**src/rtl/cory_demux2.sv**
```systemverilog
// Two-way tag-routed demux with a private D-entry FIFO per output. Data is
// visible one cycle after acceptance. Input ready depends only on the tagged FIFO's registered fill level.

module cory_demux2_fifo #(
  parameter int W = 8,
  parameter int D = 2
) (
  input  logic         clk,
  input  logic         reset_n,
  input  logic         push_vld,
  input  logic [W-1:0] push_dat,
  input  logic         pop_rdy,
  output logic         full,
  output logic         out_vld,
  output logic [W-1:0] out_dat
);

  localparam int CW = $clog2(D + 1);
  localparam int PW = (D > 1) ? $clog2(D) : 1;

  logic [PW-1:0] wr_ptr_q, wr_ptr_d;
  logic [PW-1:0] rd_ptr_q, rd_ptr_d;
  logic [CW-1:0] count_q, count_d;
  logic [W-1:0]  mem_q [D];
  logic [W-1:0]  mem_d [D];
  logic          push_ok;
  logic          pop_ok;

  // Pointers wrap explicitly so non-power-of-two depths stay correct.
  function automatic logic [PW-1:0] ptr_inc(input logic [PW-1:0] p);
    return (p == PW'(D - 1)) ? '0 : p + PW'(1);
  endfunction

  assign full    = (count_q == CW'(D));
  assign out_vld = (count_q != '0);
  assign out_dat = mem_q[rd_ptr_q];
  assign push_ok = push_vld & ~full;
  assign pop_ok  = out_vld & pop_rdy;

  always_comb begin
    wr_ptr_d = wr_ptr_q;
    rd_ptr_d = rd_ptr_q;
    count_d  = count_q;
    mem_d    = mem_q;
    if (push_ok) begin
      mem_d[wr_ptr_q] = push_dat;
      wr_ptr_d        = ptr_inc(wr_ptr_q);
    end
    if (pop_ok) begin
      rd_ptr_d = ptr_inc(rd_ptr_q);
    end
    case ({push_ok, pop_ok})
      2'b10:   count_d = count_q + CW'(1);
      2'b01:   count_d = count_q - CW'(1);
      default: count_d = count_q;
    endcase
  end

  always_ff @(posedge clk or negedge reset_n) begin
    if (!reset_n) begin
      wr_ptr_q <= '0;
      rd_ptr_q <= '0;
      count_q  <= '0;
    end else begin
      wr_ptr_q <= wr_ptr_d;
      rd_ptr_q <= rd_ptr_d;
      count_q  <= count_d;
    end
  end

  // Storage needs no reset: occupancy alone decides what is valid.
  always_ff @(posedge clk) begin
    mem_q <= mem_d;
  end

endmodule

module cory_demux2 #(
  parameter int N = 8,
  parameter int D = 2
) (
  input  logic         clk,
  input  logic         reset_n,
  input  logic         i_a_v,
  input  logic [N-1:0] i_a_d,
  input  logic         i_a_s,
  output logic         o_a_r,
  output logic         o_z0_v,
  output logic [N-1:0] o_z0_d,
  input  logic         i_z0_r,
  output logic         o_z1_v,
  output logic [N-1:0] o_z1_d,
  input  logic         i_z1_r
);

  logic full0;
  logic full1;
  logic acc;
  logic push0_vld;
  logic push1_vld;

  // A full FIFO never passes its consumer's ready back to the input.
  assign o_a_r     = i_a_s ? ~full1 : ~full0;
  assign acc       = i_a_v & o_a_r;
  assign push0_vld = acc & ~i_a_s;
  assign push1_vld = acc & i_a_s;

  cory_demux2_fifo #(.W(N), .D(D)) u_fifo0 (
    .clk      (clk),
    .reset_n  (reset_n),
    .push_vld (push0_vld),
    .push_dat (i_a_d),
    .pop_rdy  (i_z0_r),
    .full     (full0),
    .out_vld  (o_z0_v),
    .out_dat  (o_z0_d)
  );

  cory_demux2_fifo #(.W(N), .D(D)) u_fifo1 (
    .clk      (clk),
    .reset_n  (reset_n),
    .push_vld (push1_vld),
    .push_dat (i_a_d),
    .pop_rdy  (i_z1_r),
    .full     (full1),
    .out_vld  (o_z1_v),
    .out_dat  (o_z1_d)
  );

endmodule

```
**config.mk**
```make
export PLATFORM = sky130hd
export DESIGN_NAME = cory_demux2
export DESIGN_NICKNAME = d
export VERILOG_FILES = /design/src/rtl/cory_demux2.sv
export SDC_FILE = /design/constraint.sdc
export NUM_CORES = 1
export LEC_CHECK = 0
export CAP_MARGIN = 20
export CORE_UTILIZATION = 45
export DETAILED_ROUTE_END_ITERATION = 8
export MAX_ROUTING_LAYER = met4
export PLACE_DENSITY = 0.8
export SYNTH_ARGS = -nofsm -noshare
export SYNTH_HDL_FRONTEND = slang
export SYNTH_HIERARCHICAL = 1
export SYNTH_SLANG_ARGS = --single-unit
```
**constraint.sdc**
```tcl
create_clock -name clk -period 1.7 [get_ports clk]
set_input_delay 0.51 -clock clk [delete_from_list [all_inputs] [get_ports clk]]
set_output_delay 0.51 -clock clk [all_outputs]
set_load 0.005 [all_outputs]
```
==> key figures <==
Run status
  • Outcome: finished with violations
  • Failing checks: setup timing

STA
  • Hold WS: 0.454 ns
  • Fin crit period: 1.91 ns
  • Max Slew Vio Count: 0
  • RSZ-0062 raised after global routing: true
  • Skew final: 0.00263 ns
  • Rel. slew slack: 74.0%
  • Tightest Pin Transition: 0.389 ns
  • Final worst-path cycle share: 113%
  • Final Hold Viols: 0
  • Final worst setup slack: -0.215 ns
  • Top achievable clock speed: 0.522 GHz
  • Final setup vio count: 17

Global route
  • M1 GR Usage: 17.9%
  • Grt met3 use: 5.88%
  • Busiest grt layer: met2
  • GRT Util Overall: 17.6%
  • Largest net degree at the start of global routing: 13
  • First-pass GRT wire length: 4280 um
  • Global route total overflow: 0
  • Met2 Use GR: 30.1%
  • Initial antenna violation count: 0
  • Vias in the first global route: 1,004

Yosys
  • Mapped cell area: 1580 um2
  • Syn Inst Count: 89
  • EDFF count, synth: 32
  • Yosys warnings: 6
  • Post-synth top area share: 61.0%
  • Yosys reg bits: 40
  • Post-synthesis sequential area ratio: 73.7%
  • Synthesized Nets: 105
  • Largest area contributor in the netlist: edfxtp_1
  • Netlist cell types: 17
  • Synth top area cells: edfxtp_1, dfrtp_1, mux2_2
  • Avg Cell Area, Syn: 17.7 um2
  • Post-synth ARST share: 20.0%
  • Ys flop type: edfxtp_1

Layout
  • Leading cell type in the layout, fill and taps excluded: edfxtp_1
  • Non-filler cells, final: 205
  • Final Net Count: 175
  • Area Growth Syn to Fin: 48.5%
  • Diodes inserted: 0
  • Most frequent cells in the layout: edfxtp_1, buf_4, buf_6
  • Fin area: 2340 um2
  • Number of fill cells: 260
  • Layout cells sized above 1: 56.0%

Setup path
  • CP Max Fanout: 4
  • CP max stage delay: 0.43 ns
  • Critical path's slowest cell: dfrtp_2
  • Crit. End Element: output port
  • Critical Path RT: 1.19 ns
  • CP Cell Sequence: buf_6, buf_6, mux2_4, buf_6
  • Critical path class: flop to output port
  • CP arrival: 1.40 ns
  • CP Launch Type: flop
  • Most Frequent Cell on Critical Path: buf_6

CTS
  • CTS tree: done
  • Sink Count: 40
  • H-Tree Depth: 2
  • Reg clk slew, reported paths: 0.10 ns
  • CTS buffer count: 5
  • Root Buffer: clkbuf_4
  • Hold Buf Count CTS: 0
  • Clock buffer depth: 2
  • Worst-Skew Late Latency: 0.33 ns

Placed design
  • Final GP Congestion: 0.701
  • Post-Place Cell Area: 2050 um2
  • Detailed Place HPWL: 1840 um
  • Placed Cells: 179
  • Worst slack, placed: -0.522 ns
  • Input/output buffers: 32

Pwr
  • Pleak: 0.966 nW
  • Max VDD drop: 0.000877 V
  • Total power: 0.00385 W
  • Cell Pwr Density: 1650 nW/um2

Floorplanning
  • Die span in y: 61.2 um
  • Initial core utilization: 47.2%
  • # IOs: 33
  • Core Footprint: 3340 um2
  • Rows: 21
  • Die X-Extent: 61.2 um
  • Full die area: 3740 um2

Routing
  • Routed WL per cell: 14.6 um
  • Drt first pass iters: 4
  • Total Wirelength: 2980 um
  • DRC errors left: 0
  • Via density per instance: 4.73
  • Antenna violation net count after detailed routing: 0
  • Initial drt markers: 18
  • Vias: 969

Hold path
  • Hold Path Class: input pin to asynchronous set/reset pin

Run
  • Maxcap violations: 0
[final timing paths]
kind	slack [ns]	cells after the start	start	endpoint
max	-0.21	4	u_fifo1/rd_ptr_q$_DFFE_PN0P_	o_z1_d[7]
min	0.45	1	reset_n	u_fifo0/count_q[0]$_DFFE_PN0P_
max reg2reg	0.08	7	u_fifo0/count_q[1]$_DFFE_PN0P_	u_fifo0/count_q[1]$_DFFE_PN0P_
min reg2reg	0.50	1	u_fifo1/wr_ptr_q$_DFFE_PN0P_	u_fifo1/wr_ptr_q$_DFFE_PN0P_
max in group asynchronous	0.95	1	reset_n	u_fifo1/rd_ptr_q$_DFFE_PN0P_
min in group clk	0.50	1	u_fifo1/wr_ptr_q$_DFFE_PN0P_	u_fifo1/wr_ptr_q$_DFFE_PN0P_
[final cells by class]
| cell class | instances | area (um2) | area share (%) |
|---|---|---|---|
| sequential | 40 | 1160 | 49.8 |
| tap | 46 | 57.6 | 2.46 |
| inverter | 2 | 7.51 | 0.321 |
| clock inverter | 2 | 60.1 | 2.57 |
| clock buffer | 5 | 37.5 | 1.61 |
| multi-input combinational | 45 | 464 | 19.9 |
| timing repair buffer | 65 | 548 | 23.4 |
[critical path: cells and delay by family (launching register included)]
family | cells | cell delay (ns)
flops | 1 | 0.43
buf+inv | 3 | 0.35
mux | 1 | 0.29
[flip-flops by register name, summed over array words and instances (netlist names)]
name              flops
u_fifo1/count_q       2
u_fifo0/wr_ptr_q      1
u_fifo0/count_q       2
u_fifo1/wr_ptr_q      1
u_fifo0/rd_ptr_q      1
u_fifo1/rd_ptr_q      1
u_fifo0/mem_q        16
u_fifo1/mem_q        16
[where the power goes]
part	switching, W	internal, W	total (W)
sequential	0.0000973	0.00128	0.00138
combinational	0.000647	0.00110	0.00174
clock	0.000278	0.000450	0.000728
[metal layers]
layer	vias up	routed length, um
met3	5	176
met4	0	40
met5	-	0
met2	31	1610
met1	470	1160
li1	463	-
[kinds of logic (layout without fill, tap and decap cells)]
family        count (synthesis)  in the layout  synth area share [%]
fa+ha+maj                     2              2                  1.59
flops                        40             40                  73.7
buf+inv                       4             74                  1.11
mux                          17             17                  12.1
xor+xnor                     10             10                  5.56
simple gates                 16             16                  5.96
[stage by stage]
step,TNS [ns],utilization [%]
floorplan,0,-
global placement,-13.83,61.4
detailed placement,-14.02,61.4
CTS,-2.70,65.7
global route,-3.44,70.1
finish,-2.43,70.1
[cells in the mapped netlist (2+ instances only)]
cell type / instances
xor2_1: 4
or2_1: 2
mux2_2: 16
buf_2: 2
and3_1: 2
edfxtp_1: 32
dfrtp_1: 8
xnor2_1: 6
ha_1: 2
nand2_1: 2
nor2_1: 4
nand2b_1: 2
and2_4: 2
inv_1: 2
[timing repair]
action	in CTS	in global routing
endpoints found under the hold margin	0	0
endpoints found under the setup margin	29	28
pin swaps	2	4
buffers inserted	14	6
cloned	0	0
gates resized for setup	92	25
Power figures use the tool's default switching activity.
